--- src/rtl/core_mon_pkg.sv ---
// Shared constants for the core liveness monitor: state encodings and widths.
package core_mon_pkg;

   localparam int STATE_W = 2;

   localparam logic [STATE_W-1:0] ST_WAIT_START = 2'd0;
   localparam logic [STATE_W-1:0] ST_ALIVE      = 2'd1;
   localparam logic [STATE_W-1:0] ST_STALLED    = 2'd2;
   localparam logic [STATE_W-1:0] ST_LOOPING    = 2'd3;

endpackage

--- src/rtl/mon_idle_timer.sv ---
// Idle-cycle counter: counts retire-free cycles while running and flags the
// cycle on which the timeout budget is exhausted.
module mon_idle_timer #(
   parameter int TIMEOUT_CYCLES = 1_000_000
) (
   input  logic clk,
   input  logic rst,
   input  logic run,
   input  logic kick,
   output logic expire
);

   localparam int                CNT_W    = $clog2(TIMEOUT_CYCLES);
   localparam logic [CNT_W-1:0]  CNT_LAST = CNT_W'(TIMEOUT_CYCLES - 1);

   logic [CNT_W-1:0] count_q;
   logic [CNT_W-1:0] count_d;

   assign expire = (count_q == CNT_LAST) && !kick;

   // Clearing on expire keeps the counter from ever wrapping past its last value.
   always_comb begin
      count_d = count_q;
      if (!run || kick || expire) begin
         count_d = '0;
      end else begin
         count_d = count_q + CNT_W'(1);
      end
   end

   // NOTE: sequential state is updated with non-blocking assignments only, so
   // every flop samples its pre-edge inputs regardless of block ordering.
   always_ff @(posedge clk or posedge rst) begin
      if (rst) begin
         count_q <= '0;
      end else begin
         count_q <= count_d;
      end
   end

endmodule

--- src/rtl/core_alive_monitor.sv ---
// Core liveness monitor: enables the heartbeat only while the core retires
// instructions at changing PCs; stalls and self-loops latch sticky flags.
module core_alive_monitor
   import core_mon_pkg::*;
#(
   parameter int TIMEOUT_CYCLES = 1_000_000,
   parameter int LOOP_LIMIT     = 1024,
   parameter int PC_WIDTH       = 32
) (
   input  logic                clk,
   input  logic                rst,
   input  logic                retire_valid,
   input  logic [PC_WIDTH-1:0] retire_pc,
   input  logic                clr,
   output logic                hb_enable,
   output logic                stalled,
   output logic                self_loop,
   output logic [STATE_W-1:0]  state_o
);

   localparam int               LOOP_W   = $clog2(LOOP_LIMIT);
   localparam logic [LOOP_W-1:0] LOOP_MAX = LOOP_W'(LOOP_LIMIT - 1);

   logic [STATE_W-1:0]  state_q, state_d;
   logic [LOOP_W-1:0]   loop_cnt_q, loop_cnt_d;
   logic [PC_WIDTH-1:0] last_pc_q, last_pc_d;
   logic                hb_enable_q, hb_enable_d;
   logic                stalled_q, stalled_d;
   logic                self_loop_q, self_loop_d;

   logic timer_run;
   logic expire;
   logic same_pc;
   logic set_stall;
   logic set_loop;

   assign timer_run = (state_q == ST_ALIVE) || (state_q == ST_LOOPING);
   assign same_pc   = (retire_pc == last_pc_q);

   mon_idle_timer #(
      .TIMEOUT_CYCLES (TIMEOUT_CYCLES)
   ) u_idle_timer (
      .clk    (clk),
      .rst    (rst),
      .run    (timer_run),
      .kick   (retire_valid),
      .expire (expire)
   );

   // NOTE: every signal assigned here gets a default first, so no path through
   // the case statement can leave one unassigned and infer a latch.
   always_comb begin
      state_d    = state_q;
      loop_cnt_d = loop_cnt_q;
      last_pc_d  = last_pc_q;
      set_stall  = 1'b0;
      set_loop   = 1'b0;

      if (retire_valid) begin
         last_pc_d = retire_pc;
      end

      case (state_q)
         ST_WAIT_START, ST_STALLED: begin
            if (retire_valid) begin
               state_d    = ST_ALIVE;
               loop_cnt_d = '0;
            end
         end
         ST_ALIVE: begin
            if (retire_valid) begin
               if (!same_pc) begin
                  loop_cnt_d = '0;
               end else if (loop_cnt_q == LOOP_MAX) begin
                  state_d  = ST_LOOPING;
                  set_loop = 1'b1;
               end else begin
                  loop_cnt_d = loop_cnt_q + LOOP_W'(1);
               end
            end else if (expire) begin
               state_d   = ST_STALLED;
               set_stall = 1'b1;
            end
         end
         ST_LOOPING: begin
            // A same-PC retire leaves the saturated loop counter untouched.
            if (retire_valid) begin
               if (!same_pc) begin
                  state_d    = ST_ALIVE;
                  loop_cnt_d = '0;
               end
            end else if (expire) begin
               state_d   = ST_STALLED;
               set_stall = 1'b1;
            end
         end
         default: begin
            state_d = ST_WAIT_START;
         end
      endcase

      hb_enable_d = (state_d == ST_ALIVE);
      // A set event in the same cycle as clr takes priority.
      stalled_d   = set_stall ? 1'b1 : (clr ? 1'b0 : stalled_q);
      self_loop_d = set_loop  ? 1'b1 : (clr ? 1'b0 : self_loop_q);
   end

   always_ff @(posedge clk or posedge rst) begin
      if (rst) begin
         state_q     <= ST_WAIT_START;
         loop_cnt_q  <= '0;
         last_pc_q   <= '0;
         hb_enable_q <= 1'b0;
         stalled_q   <= 1'b0;
         self_loop_q <= 1'b0;
      end else begin
         state_q     <= state_d;
         loop_cnt_q  <= loop_cnt_d;
         last_pc_q   <= last_pc_d;
         hb_enable_q <= hb_enable_d;
         stalled_q   <= stalled_d;
         self_loop_q <= self_loop_d;
      end
   end

   assign hb_enable = hb_enable_q;
   assign stalled   = stalled_q;
   assign self_loop = self_loop_q;
   assign state_o   = state_q;

endmodule
--- config.mk ---
export PLATFORM = sky130hd
export DESIGN_NAME = core_alive_monitor
export DESIGN_NICKNAME = d
export VERILOG_FILES = /design/src/rtl/core_mon_pkg.sv /design/src/rtl/mon_idle_timer.sv /design/src/rtl/core_alive_monitor.sv
export SDC_FILE = /design/constraint.sdc
export NUM_CORES = 1
export LEC_CHECK = 0
export CAP_MARGIN = 20
export CORE_ASPECT_RATIO = 1.25
export CORE_MARGIN = 3
export CORE_UTILIZATION = 41
export DETAILED_ROUTE_END_ITERATION = 12
export GPL_TIMING_DRIVEN = 0
export PLACE_DENSITY = 0.72
export SLEW_MARGIN = 20
export SYNTH_ARGS = -nofsm -noshare
export SYNTH_HDL_FRONTEND = slang
export SYNTH_HIERARCHICAL = 1
export SYNTH_SLANG_ARGS = --single-unit
--- constraint.sdc ---
create_clock -name clk -period 2 [get_ports clk]
set_input_delay 0.3 -clock clk [delete_from_list [all_inputs] [get_ports clk]]
set_output_delay 0.3 -clock clk [all_outputs]
set_load 0.005 [all_outputs]
# [After elaboration in Yosys (flattened, before gate mapping)]
# Cells that the tools add are included.
[word_totals] reg_bits=67 inputBits=36 wordCells=59
[op_classes] n_addsub=2 n_eq_ne=12 muxes=26 n_reduce_logical=12
[op_table] op="10-bit 2-to-1 mux" n=6
[op_table] op="32-bit equality test" n=1
[op_table] op="10-bit one-hot mux with 3 select lines" n=1
[op_table] op="20-bit by 1-bit adder with 20-bit output, second input constant" n=1
[op_table] op="20-bit equality test, second input constant" n=1
[op_table] op="20-bit 2-to-1 mux" n=1
[op_table] op="2-bit 2-to-1 mux" n=7
[op_table] op="10-bit by 1-bit adder with 10-bit output, second input constant" n=1
[op_table] op="10-bit equality test, second input constant" n=1
[op_table] op="1-bit 2-to-1 mux" n=10
[op_table] op="2-bit inequality test, second input constant" n=4
[op_table] op="2-bit one-hot mux with 3 select lines" n=1
[op_table] op="5-bit AND reduction" n=1
[op_table] op="2-bit by 1-bit equality test with 1-bit output, second input constant" n=2
[op_table] op="2-bit equality test, second input constant" n=2
[op_table] op="2-bit nonzero test" n=2
[op_table] op="2-bit OR reduction" n=2
[op_table] op="1-bit logical OR" n=3
[op_table] op="3-bit inequality test, second input constant" n=1
[op_table] op="1-bit zero test" n=2
[op_table] op="2-bit zero test" n=1
[op_table] op="1-bit logical AND" n=1

# [Depth between registers and ports, before layout]
[logic_depth] ltp_word=6 mapped_depth=7 depth_no_buf=7

# [By module]
# The synthesis kept the hierarchy.
[by_module_without_submodules] mod="core_alive_monitor" instances=1 cells_per_inst=204 area_per_inst_um2=2389.8
[by_module_without_submodules] mod="mon_idle_timer" instances=1 cells_per_inst=103 area_per_inst_um2=1089.8

# [Worst setup path after synthesis]
# No wires, ideal clock.
[synth_path] kind="register -> register" start="register loop_cnt_q[0]" end="register loop_cnt_q[3]" setup_ns=0.131 t_arrival_ns=1.662 required_ns=1.869 path_slack_ns=0.207 stages_incl_launch_ff=8 n_path_buf=0 synth_period_minus_slack_ns=1.793 cell_sequence="dfrtp_1 -> ha_1 -> and3_2 -> a31oi_2 -> and4_1 -> inv_1 -> a31oi_1 -> o31ai_2"
[synth_via] elab_chain_len=5
[synth_rtl] item="from (decl)" line="core_alive_monitor.sv:25" text="logic [LOOP_W-1:0] loop_cnt_q, loop_cnt_d;"
[synth_rtl] item="from (signal assigned)" line="core_alive_monitor.sv:118" text="loop_cnt_q <= loop_cnt_d;"
[synth_rtl] item="10-bit by 1-bit adder with 10-bit output" line="core_alive_monitor.sv:78" text="loop_cnt_d = loop_cnt_q + LOOP_W'(1);"
[synth_rtl] item="10-bit 2-to-1 mux" line="core_alive_monitor.sv:74" text="end else if (loop_cnt_q == LOOP_MAX) begin"
[synth_rtl] item="10-bit 2-to-1 mux" line="core_alive_monitor.sv:72" text="if (!same_pc) begin"
[synth_rtl] item="10-bit 2-to-1 mux" line="core_alive_monitor.sv:71" text="if (retire_valid) begin"
[synth_rtl] item="10-bit one-hot mux with 3 select lines" line="core_alive_monitor.sv:63" text="case (state_q)"
# Parallel ways exist; a longest one is shown, timed or not. The select of a mux whose other input is x is not followed.
# A chain may end at the register's enable or synchronous reset.

# [Worst setup path after layout]
[layout_path] start="register last_pc_q[1]" end="register self_loop_q, in the netlist self_loop"
[layout_via] elab_chain_len=5
[layout_rtl] item="from (decl)" line="core_alive_monitor.sv:26" text="logic [PC_WIDTH-1:0] last_pc_q, last_pc_d;"
[layout_rtl] item="from (signal assigned)" line="core_alive_monitor.sv:119" text="last_pc_q <= last_pc_d;"
[layout_rtl] item="32-bit equality test (*)" line="core_alive_monitor.sv:38" text="assign same_pc = (retire_pc == last_pc_q);"
[layout_rtl] item="1-bit 2-to-1 mux (*)" line="core_alive_monitor.sv:72"
[layout_rtl] item="1-bit 2-to-1 mux (*)" line="core_alive_monitor.sv:71"
[layout_rtl] item="1-bit 2-to-1 mux (*)" line="core_alive_monitor.sv:63"
[layout_rtl] item="1-bit 2-to-1 mux or 2-bit nonzero test (tied branches)"
[layout_rtl] item="to (signal assigned)" line="core_alive_monitor.sv:122" text="self_loop_q <= self_loop_d;"
[layout_rtl] item="to (decl)" line="core_alive_monitor.sv:29" text="logic self_loop_q, self_loop_d;"
# Mark *: on every way between the ends. The rest lies on a longest branch, timed or not.

==> results by group <==
Power
  • Cell Pwr Density: 696 nW/um^2
  • Clock share of power: 39.0%
  • Peak supply drop: 340 uV
  • Comb pwr share: 12.3%
  • Switching Fraction: 26.5%
  • Seq pwr share: 48.7%
  • P_int: 2.23 mW
  • Leakage: 1.79 nW
  • Tot Pwr: 3.03 mW
  • Sw Pwr: 804 uW

Synthesis
  • Syn nets: 345
  • Main area contributors after synthesis: dfrtp_1, mux2_2, xor2_1, xnor2_1, inv_1
  • Synth top cells by count: dfrtp_1, xor2_1, mux2_2
  • Syn avg cell area: 11.3 sq um
  • Netlist cell types: 48
  • Synthesized instance count: 307
  • Number of synthesized register bits: 67
  • Seq/Total Area, Yosys: 48.2%
  • Number of synthesized flops with an enable pin: 0
  • Area fraction of the dominant cell type after synthesis: 48.2%
  • Count leader, synth: dfrtp_1
  • Area leader, netlist: dfrtp_1
  • Ys async rst share: 100%
  • Synth Flop Type: dfrtp_1
  • Yosys warns: 6
  • Post-Syn Area: 3480 sq um

Outcome
  • Failing checks: setup timing
  • Status: finished, violations left

Global route
  • Initial antenna violation count: 0
  • First-pass GRT wire length: 12.0 mm
  • Vias in the first global route: 2575
  • Pin count of the biggest net entering global routing: 25
  • GRT overflow: 0
  • All-layer global routing usage: 16.2%

Timing
  • Fin Setup TNS: -208 ps
  • F_max: 0.489 GHz
  • Period utilisation layout: 102%
  • Clock Skew: 11.4 ps
  • Final hold viol count: 0
  • Post-layout min period: 2050 ps
  • Worst setup margin: -45.2 ps
  • Least-Margin Pin Slew: 771 ps
  • RSZ-0062 raised after global routing: yes
  • Slew Limit Headroom: 48.5%
  • # setup viols final: 8
  • Slew Viols, Final: 0

Placement
  • I/O Buffers: 40
  • Placed Cells: 443
  • HPWL Detailed: 5.13 mm
  • Routability cong.: 0.837

Finish
  • Area grow syn2layout: 25.2%
  • Diodes inserted: 0
  • Non-Filler Instances: 467
  • Nets: 405
  • Fill count: 692
  • Layout cells sized above 1: 25.5%

Floorplan
  • Core area: 8020 sq um
  • Overall die width: 88.4 microns
  • Die area: 9640 sq um
  • I/O Pins: 41
  • FP Rows: 36
  • Initial Util: 43.4%
  • Die Y-Extent: 109 microns

Clocking
  • CTS H-Tree Depth: 3
  • TritonCTS clock tree: done
  • CTS Buffer Depth: 2
  • Clock root cell: clkbuf_8
  • CTS Buf Count: 9
  • Clock slew at reported path FFs: 90 ps
  • Clock tree sinks: 67
  • Hold Buf Count CTS: 0
  • Clk_lat worst skew: 350 ps

Routing
  • DRT Pass-1 Iters: 4
  • Wire per inst: 15.7 microns
  • Via density: 5.40
  • Drc violations: 0
  • Routed vias: 2520
  • Initial drt markers: 109
  • ANT nets after route: 0
  • Final wirelength: 7.35 mm

Setup path
  • R2R cell count: 8
  • Crit path DAT: 2300 ps
  • CP startpoint kind: flip-flop
  • CP Class: reg -> reg
  • Critical-path maximum fanout: 5
  • Critical Path RT: 2260 ps
  • Crit end category: flip-flop

Flow run
  • Max-Cap Viols: 0

Worst hold path
  • Min-Delay Path Class: in -> async
## state kept, by name, summed over array words and instances, names as in the netlist
| register | count |
|---|---|
| last_pc_q | 32 |
| state_o | 2 |
| hb_enable | 1 |
| u_idle_timer/count_q | 20 |
| loop_cnt_q | 10 |
| self_loop | 1 |
| stalled | 1 |
## per-stage QoR
| step | instance area, sq um | hold slack [ps] | worst slack [ps] | utilization [%] |
|---|---|---|---|---|
| after floorplan | 3480 | 264 | 207 | - |
| final | 4360 | 394 | -45.2 | 54.3 |
| after detailed placement | 4030 | 476 | -614 | 50.2 |
| after global placement | 4000 | 466 | -563 | 49.9 |
| after CTS | 4270 | 391 | 11.3 | 53.3 |
| after global routing | 4360 | 434 | -148 | 54.3 |
## worst max-delay path, cell delays in order, from the launching register on
cell and delay (ps):
dfrtp_1 400, xor2_1 180, nor4_2 300, nand4_1 200, nor4_4 310, buf_4 180
buf_6 130, nand2_4 60, o32ai_2 190
## placed cells by master, fill, tap and decap left out, drive strengths merged, types with 2 or more instances in the layout
| master | instances |
|---|---|
| inv | 23 |
| a31oi | 4 |
| buf | 11 |
| nand4 | 6 |
| clkinv | 2 |
| xnor2 | 12 |
| nand4b | 2 |
| xor2 | 33 |
| ha | 2 |
| o31ai | 4 |
| a21oi | 13 |
| nand2 | 12 |
| and4 | 5 |
| nor4 | 11 |
| o2bb2ai | 3 |
| mux2i | 2 |
| clkbuf | 16 |
| nor3 | 8 |
| dfrtp | 67 |
| or4 | 3 |
| mux2 | 32 |
| nand3 | 15 |
| o21ai | 7 |
| nor2 | 19 |
| clkdlybuf4s50 | 40 |
| and3 | 5 |
## path summary, 6_finish.rpt
path | endpoint | from | slack [ps]
max in group asynchronous | u_idle_timer/count_q[4]$_DFF_PP0_ | rst | 1020
worst max-delay path | self_loop$_DFFE_PP0P_ | last_pc_q[1]$_DFFE_PP0P_ | -50
worst min register to register | u_idle_timer/count_q[0]$_DFF_PP0_ | u_idle_timer/count_q[0]$_DFF_PP0_ | 490
worst min-delay path | last_pc_q[11]$_DFFE_PP0P_ | rst | 390
min in group clk | u_idle_timer/count_q[0]$_DFF_PP0_ | u_idle_timer/count_q[0]$_DFF_PP0_ | 490
worst max register to register | self_loop$_DFFE_PP0P_ | last_pc_q[1]$_DFFE_PP0P_ | -50
## cell families after synthesis
logic type / synth area share [%]
buffers and inverters: 4.14
XOR/XNOR: 11.3
AO/OA/AOI/OAI: 7.73
multiplexers: 10.9
flip-flops: 48.2
AND/OR/NAND/NOR: 17.0
adder cells (fa/ha/maj): 0.719
## final cells by class
type | instances | area [sq um] | share of cell area [%]
Tap cell | 95 | 119 | 2.73
Clock inverter | 7 | 81.3 | 1.87
Sequential cell | 67 | 1680 | 38.5
Clock buffer | 9 | 124 | 2.84
Multi-Input combinational cell | 211 | 1730 | 39.6
Buffer | 9 | 68.8 | 1.58
Inverter | 20 | 75.1 | 1.72
Timing Repair Buffer | 49 | 485 | 11.1
## repair_timing
action / CTS / global route
gates resized for setup: 4 / 9
setup buffers: 1 / 6
pin swaps: 5 / 9
setup endpoints to repair: 13 / 25
cloned: 1 / 0
## power groups by stage
stage / combinational [mW] / clock, mW / sequential [mW]
2_1_floorplan: 0.209 / 0 / 1.49
3_3_place_gp: 0.335 / 0 / 1.50
3_5_place_dp: 0.349 / 0 / 1.50
4_1_cts: 0.359 / 1.21 / 1.48
5_1_grt: 0.408 / 1.27 / 1.49
6_report: 0.373 / 1.18 / 1.48
## layer usage
metal	up-vias	wire, microns	part of all wire (%)	GRT usage, %
li1	1216	-	-	-
met1	1253	3180	43	19.7
met2	40	3880	53	28.3
met3	11	214	2.9	3.93
met4	0	80	1.1	4.86
met5	-	0	0	0
Power figures use the tool's default switching activity.
